### src/rtl/y86_pkg.sv
// Shared Y86-64 encodings and pipeline-control state for the hazard controller.
// Latency: n/a (declarations only).
// Backpressure: n/a (declarations only).
package y86_pkg;

  // Instruction codes consulted by hazard detection
  localparam logic [3:0] IMRMOVQ = 4'h5;
  localparam logic [3:0] IOPQ    = 4'h6;
  localparam logic [3:0] IJXX    = 4'h7;
  localparam logic [3:0] IRET    = 4'h9;
  localparam logic [3:0] IPOPQ   = 4'hB;

  // Status codes
  localparam logic [3:0] STAT_AOK = 4'h1;
  localparam logic [3:0] STAT_HLT = 4'h2;
  localparam logic [3:0] STAT_ADR = 4'h3;
  localparam logic [3:0] STAT_INS = 4'h4;

  // Register IDs
  localparam logic [3:0] RRSP  = 4'h4;
  localparam logic [3:0] RNONE = 4'hF;

  // Core run/drain/halt state
  typedef enum logic [1:0] {
    RUN    = 2'd0,
    DRAIN  = 2'd1,
    HALTED = 2'd2
  } pipe_state_e;

  // Exceptional status; unknown encodings (0, >4) count as AOK
  function automatic logic is_exc(input logic [3:0] s);
    return (s == STAT_HLT) || (s == STAT_ADR) || (s == STAT_INS);
  endfunction

endpackage

### src/rtl/pipe_hazard_detect.sv
// Combinational decode of load-use, mispredict, ret-in-flight and stage exceptions.
// Latency: zero cycles, purely combinational.
// Backpressure: none; results feed the controller's stall/bubble muxing.
module pipe_hazard_detect
  import y86_pkg::*;
(
  input  logic [3:0] D_icode,
  input  logic [3:0] d_srcA,
  input  logic [3:0] d_srcB,
  input  logic [3:0] E_icode,
  input  logic [3:0] E_dstM,
  input  logic       e_Cnd,
  input  logic [3:0] M_icode,
  input  logic [3:0] m_stat,
  input  logic [3:0] W_stat,
  output logic       lu,
  output logic       mis,
  output logic       ret,
  output logic       m_exc,
  output logic       w_exc
);

  // Hazard terms; RNONE in E_dstM never matches so an RNONE source cannot trigger lu
  always_comb begin
    lu    = ((E_icode == IMRMOVQ) || (E_icode == IPOPQ)) && (E_dstM != RNONE) &&
            ((E_dstM == d_srcA) || (E_dstM == d_srcB));
    mis   = (E_icode == IJXX) && !e_Cnd;
    ret   = (D_icode == IRET) || (E_icode == IRET) || (M_icode == IRET);
    m_exc = is_exc(m_stat);
    w_exc = is_exc(W_stat);
  end

endmodule

### config.mk
export PLATFORM = sky130hd
export DESIGN_NAME = pipe_hazard_detect
export DESIGN_NICKNAME = d
export VERILOG_FILES = /design/src/rtl/y86_pkg.sv /design/src/rtl/pipe_hazard_detect.sv
export SDC_FILE = /design/constraint.sdc
export NUM_CORES = 1
export LEC_CHECK = 0
export ABC_CLOCK_PERIOD_IN_PS = 1000
export BUFFER_PORTS_ARGS = -buffer_cell sky130_fd_sc_hd__buf_4
export CAP_MARGIN = 20
export CORE_AREA = 2 2 39 41
export DETAILED_ROUTE_END_ITERATION = 10
export DIE_AREA = 0 0 41 43
export PLACE_DENSITY_LB_ADDON = 0.1
export SLEW_MARGIN = 5
export SYNTH_ARGS = -nofsm -noshare
export SYNTH_HDL_FRONTEND = slang
export SYNTH_SLANG_ARGS = --single-unit
### constraint.sdc
create_clock -name vclk -period 1
set_clock_uncertainty 0.05 [all_clocks]
set_input_delay 0.15 -clock vclk [all_inputs]
set_output_delay 0.15 -clock vclk [all_outputs]
set_load 0.01 [all_outputs]
Yosys cells after proc, flatten, opt, wreduce, memory -nomap -nowiden. Cells that the tools add are included.

Word-level logic and storage cells: 27. Bits of input ports: 33. Flip-flop bits (word level): 0. Output and inout port bits: 5.

Equal/unequal tests: 15. Reductions and logical operators: 12.

Operators by type and width (count): 4-bit by 2-bit == test with 1-bit output, second input constant (4); 4-bit by 3-bit == test with 1-bit output, second input constant (4); 4-bit == test, second input constant (4); 4-bit == test (2); 1-bit logical OR (8); 4-bit inequality test, second input constant (1); 1-bit logical AND (3); 1-bit zero test (1).

Logic depth before layout (Yosys ltp). Gate-level depths: netlist (run 1).

Word-level depth: 4. Gate-level depth with buffers: 3. Gate-level depth less buffers: 3.

Least setup slack after synthesis (run 1). OpenSTA, ideal clock, no wires.

Path type: input port to output port. Start: input port E_icode[2]. End: output port ret. Stages: 2. Data required time: 0.800 ns. Path slack: 0.123 ns. Path buffers: 0. Arrival time: 0.677 ns. Cell sequence: and4bb_1 > or3_1.

Word-level cells in the longest chain between the ends: 3.

Ends and longest elaborated chain: from (decl) (RTL line pipe_hazard_detect.sv:10) `input logic [3:0] E_icode,`; 4-bit == test (RTL line pipe_hazard_detect.sv:28) `ret = (D_icode == IRET) || (E_icode == IRET) || (M_icode == IRET);`; 1-bit logical OR (2 in a row) (RTL line pipe_hazard_detect.sv:28); to (decl) (RTL line pipe_hazard_detect.sv:18) `output logic ret,`.

No other way between the ends.

Worst setup path after layout (run 1).
Start: input port D_icode[3]. End: output port ret.

Word-level cells in the longest chain between the ends: 3.

Ends and longest elaborated chain: from (decl) (RTL line pipe_hazard_detect.sv:7) `input logic [3:0] D_icode,`; 4-bit == test (RTL line pipe_hazard_detect.sv:28); 1-bit logical OR (2 in a row) (RTL line pipe_hazard_detect.sv:28).

No other way between the ends.

==> flow_metrics.py, run 1 <==
metrics = {
    "outcome": {
        "outcome": "finished, violations left",
        "failed_checks": "negative setup slack",
    },
    "drt": {
        "drt-initial-drc-count": 3,
        "viasPerCell": 4.21,
        "wl_per_cell_um": 10.6,
        "vias": 345,
        "drt_first_pass_iters": 4,
        "drtAntennaViolNets": 0,
        "drc_errors": 0,
        "routed_wl_um": 867,
    },
    "final_layout": {
        "fill_cells": 132,
        "seq_area_um2": 0,
        "seq_cells": 0,
        "area_growth_pct": 198,
        "layout-drive-gt1-share_pct": 77.3,
        "clock_buffers": 0,
        "multi_input_area_um2": 279,
        "final_nets": 101,
        "num_antenna_cells": 0,
    },
    "synthesis": {
        "yosys-top-cells-area": "xnor2_1 (34%), mux2i_1 (9.8%), nor4bb_1 (9.8%), nand4_1 (9.1%), nor2_1 (9.1%)",
        "syn_area_per_cell_um2": 7.60,
        "yosysSeqAreaShare_pct": 0,
        "yosysTopAreaCellShare_pct": 34.1,
        "synthesis.nets": 60,
        "syn-instance-count": 27,
        "synth_cell_types": 12,
        "netlist_area_um2": 205,
        "ys.warnings.count": 0,
        "yosysTopAreaCell": "xnor2_1",
    },
    "floorplan": {
        "die_area_um2": 1760,
        "row_count": 14,
        "die_height_um": 43,
        "dieWidth_um": 41,
        "ios": 38,
        "core_um2": 1380,
        "initial_core_util_pct": 14.8,
    },
    "worst_setup_path": {
        "cp.arrival_ns": 0.89,
        "required_ns": 0.80,
        "cp_num_buf_inv": 2,
        "path_class": "input pin to primary output",
        "cp_cell_sequence": "buf_4, nor4bb_1, or3_4, buf_6",
        "worst_setup_path_end_kind": "primary output",
        "critPathLaunch": "D_icode[3]",
        "crit_family": "simple AND/OR/NAND/NOR gates",
        "slowest_delay_ns": 0.38,
        "crit_fanout": 1,
        "cp_slowest_cell": "or3_4",
        "crit_path_start_kind": "input pin",
    },
    "timing": {
        "finalCriticalPeriod_ns": 1.09,
        "whs_ns": 0.486,
        "hold_violations": 0,
        "drv_slew": 0,
        "finalSetupTns_ns": -0.118,
        "max_freq_mhz": 920,
        "layout_setup_ws_ns": -0.0873,
        "finalSetupViolCount": 2,
        "rsz0062_at_grt": "yes",
        "worst_slew_pin_slew_ns": 0.253,
        "slew_headroom_pct": 82.9,
        "fin_crit_sh_pct": 109,
    },
    "worst_hold_path": {
        "hp-class": "input pin to primary output",
        "min_from": "W_stat[3]",
    },
    "place": {
        "io_buffers": 38,
        "place_congestion": 0.669,
        "dpl.hpwl_um": 717,
    },
    "global_routing": {
        "grt_pass1_wl_um": 1270,
        "grt_start_max_net_pins": 5,
        "grt_pass1_vias": 318,
        "antenna_found_initial": 0,
        "grt_use_total_pct": 9.80,
        "grt-ovfl-total": 0,
    },
    "power_and_ir_drop": {
        "p_per_area_nw_per_um2": 385,
        "p_leak_uw": 0.000310,
        "ir_drop_v": 0.000172,
    },
    "cts": {
        "postCtsSetupRepairBufs": 0,
    },
    "job": {
        "cap_violations": 0,
    },
}
## per-stage QoR
| step | utilization, % | setup WS (ns) | cells | total power, µW | instance area [µm²] |
|---|---|---|---|---|---|
| after floorplan | - | 0.123 | 27 | 58.5 | 205 |
| after global placement | 37.4 | -0.0924 | 82 | 192 | 518 |
| after detailed placement | 37.4 | -0.0896 | 82 | 191 | 518 |
| after CTS | 41.9 | -0.0896 | 82 | 220 | 579 |
| after global routing | 44.1 | -0.111 | 82 | 254 | 611 |
| final | 44.1 | -0.0873 | 82 | 235 | 611 |
## final timing paths
path / to / slack, ns / cells past startpoint
min: w_exc / 0.49 / 3
max: ret / -0.09 / 4
## layout by cell type (no fill, tap or decap)
cell      instances
nand4_1           3
buf_4            34
a21oi_2           1
and3b_2           1
and4bb_1          1
nor3b_2           1
mux2i_1           2
buf_6             5
o211ai_1          1
or3_4             1
nand4b_1          1
xnor2_2           8
nor2_1            5
nor4bb_1          2
## tightest hold or removal path: cells and delay by family
family,cells,cell delay [ns]
buffers and inverters,2,0.20
and+or+nand+nor,1,0.03
## cell usage after synthesis, drive strengths merged
cell / count
nand4: 3
mux2i: 2
a21oi: 1
xnor2: 8
nand4b: 1
o211ai: 1
nor3b: 1
and3b: 1
and4bb: 1
nor2: 5
nor4bb: 2
or3: 1
## area by class of cell
cell class | instances | area share (%)
repair buffers | 39 | 51.0
multi-input cells | 27 | 45.7
well taps | 16 | 3.28
## metal layers
metal	up-vias	GRT usage [%]	wire length (µm)
met4	0	2.00	20
met3	2	0.524	99
met1	138	11.7	280
met2	22	17.8	466
met5	-	0	0
li1	183	-	-
## where the power goes
group          total (µW)  switching, µW  leakage [µW]  internal (µW)
logic                 235           72.3      0.000310            163
clock network           0              0             0              0
registers               0              0             0              0
total                 235           72.3      0.000310            163
## cell families (layout without fill, tap and decap cells)
kind of cell	count (synthesis)	after routing	share of synthesized area, %
compound gates	2	2	6.10
xor+xnor	8	8	34.1
buf+inv	0	39	0
mux	2	2	9.76
simple gates	15	15	50.0
## what timing repair did
action,CTS,global route
resized for setup,10,6
hold buffers,0,0
pin swaps,9,5
setup endpoints to repair,2,2
(Power assumes the default switching activity.)
==> run 2: changes to the inputs <==
--- a/config.mk
+++ b/config.mk
@@ -12,6 +12,7 @@
 export DETAILED_ROUTE_END_ITERATION = 10
 export DIE_AREA = 0 0 41 43
 export PLACE_DENSITY_LB_ADDON = 0.1
+export SKIP_LAST_GASP = 1
 export SLEW_MARGIN = 5
 export SYNTH_ARGS = -nofsm -noshare
 export SYNTH_HDL_FRONTEND = slang
==> run 2 against run 1 <==
  * The flow still finishes with violations (negative setup slack)
  * First-iteration DRC count stayed put
  * Cell area is 2.0% lower
  * Hold slack stayed put
  * Global-route usage stayed put
  * Combinational power is 2% lower
  * Flip-flop and latch count stayed put
  * Non-clock buffer count stayed put
  * Die area stayed put
  * Core utilization is 0.90 points lower
  * Fmax is 0.39% lower
==> flow_metrics.py, run 2 (synthesis gave the netlist of run 1 again) <==
metrics = {
    "drt": {
        "routed_wl_um": 870,
        "drt_first_pass_iters": 4,
        "vias": 345,
        "wl_per_cell_um": 10.6,
        "drt-initial-drc-count": 3,
        "met1_length_um": 282,
        "viasPerCell": 4.21,
        "drc_errors": 0,
        "dr_wl_met3_um": 99,
        "met2_length_um": 467,
        "routed.top_layer": "met4",
        "drtAntennaViolNets": 0,
    },
    "power_and_ir_drop": {
        "p_int_uw": 158,
        "p_per_area_nw_per_um2": 384,
        "ir_drop_v": 0.000172,
        "pwr-share-comb_pct": 100.0,
        "p_seq_share_pct": 0,
        "clkPwrFrac_pct": 0,
        "swShare_pct": 31.3,
        "switchingPower_uw": 71.8,
        "p_leak_uw": 0.000309,
    },
    "place": {
        "place_congestion": 0.669,
        "dpl.hpwl_um": 717,
        "io_buffers": 38,
        "place_area_um2": 518,
    },
    "job": {
        "cap_violations": 0,
    },
    "timing": {
        "finalCriticalPeriod_ns": 1.09,
        "slew_headroom_pct": 85.4,
        "max_freq_mhz": 916,
        "layout_setup_ws_ns": -0.0915,
        "drv_slew": 0,
        "rsz0062_at_grt": "yes",
        "finalSetupViolCount": 2,
        "worst_slew_pin_slew_ns": 0.217,
        "fin_crit_sh_pct": 109,
        "finalSetupTns_ns": -0.122,
        "hold_violations": 0,
    },
    "final_layout": {
        "final_cell_mix": "buf_4 (36), xnor2_2 (8), nor2_1 (5), nand4_1 (3), buf_6 (3)",
        "design_area_um2": 598,
        "multi_input_area_um2": 274,
        "seq_cells": 0,
        "clock_buffers": 0,
        "seq_area_um2": 0,
        "fill_cells": 131,
        "final_nets": 101,
        "layout-drive-gt1-share_pct": 75.8,
        "area_growth_pct": 191,
        "num_antenna_cells": 0,
        "layout_commonest_cell": "buf_4",
    },
    "floorplan": {
        "ios": 38,
        "row_count": 14,
        "core_um2": 1380,
        "die_area_um2": 1760,
        "die_height_um": 43,
        "initial_core_util_pct": 14.8,
        "dieWidth_um": 41,
    },
    "worst_setup_path": {
        "crit_path_start_kind": "input pin",
        "crit_fanout": 1,
        "cp.arrival_ns": 0.89,
        "worst_setup_path_end_kind": "primary output",
        "required_ns": 0.80,
        "path_class": "input pin to primary output",
    },
    "global_routing": {
        "grt-ovfl-total": 0,
        "grt_start_max_net_pins": 5,
        "grt_pass1_vias": 318,
        "grt_pass1_wl_um": 1270,
        "grt_use_total_pct": 9.80,
        "antenna_found_initial": 0,
    },
    "worst_hold_path": {
        "hp-class": "input pin to primary output",
    },
    "outcome": {
        "outcome": "finished, violations left",
        "failed_checks": "negative setup slack",
    },
    "cts": {
        "hold_buffers": 0,
    },
}
==> run 2: cell counts in the layout (fill, tap and decap cells not counted) <==
Identical to the previous run, type by type.
==> run 2: routing by layer <==
metal | up-vias | track usage [%]
met1 | 138 | 11.7
met3 | 2 | 0.524
met2 | 22 | 17.8
met5 | - | 0
met4 | 0 | 2.00
li1 | 183 | -
==> run 2: power groups by stage <==
stage               Combinational, µW  Sequential (µW)  Clock, µW
floorplan                        58.5                0          0
global placement                  192                0          0
detailed placement                191                0          0
CTS                               220                0          0
global route                      248                0          0
finish                            230                0          0
==> run 2: final timing paths <==
path / start / end / slack [ns] / cells after the start
setup / recovery: D_icode[3] / ret / -0.09 / 4
hold / removal: W_stat[3] / w_exc / 0.49 / 3
==> run 2: cell type report <==
type,count,share of cell area [%]
timing repair buffer,39,50.8
tap,16,3.35
multi-input combinational,27,45.8
==> run 2: worst max-delay path, cell delays in order <==
cell,delay [ns]
buf_4,0.10
nor4bb_1,0.13
or3_1,0.36
buf_4,0.15
==> run 2: through the flow <==
| stage | setup WS [ns] | cells | hold WS (ns) | util (%) | total power (µW) |
|---|---|---|---|---|---|
| 2_1_floorplan | 0.123 | 27 | 0.298 | - | 58.5 |
| 3_3_place_gp | -0.0924 | 82 | 0.489 | 37.4 | 192 |
| 3_5_place_dp | -0.0896 | 82 | 0.488 | 37.4 | 191 |
| 4_1_cts | -0.0896 | 82 | 0.488 | 41.9 | 220 |
| 5_1_grt | -0.147 | 82 | 0.493 | 43.2 | 248 |
| 6_report | -0.0915 | 82 | 0.486 | 43.2 | 230 |
==> run 2: timing repair <==
item                                    4_1_cts  5_1_grt
setup buffers                                 0        0
endpoints found under the setup margin        2        2
pin swaps                                     9        5
gates resized for setup                      10        3
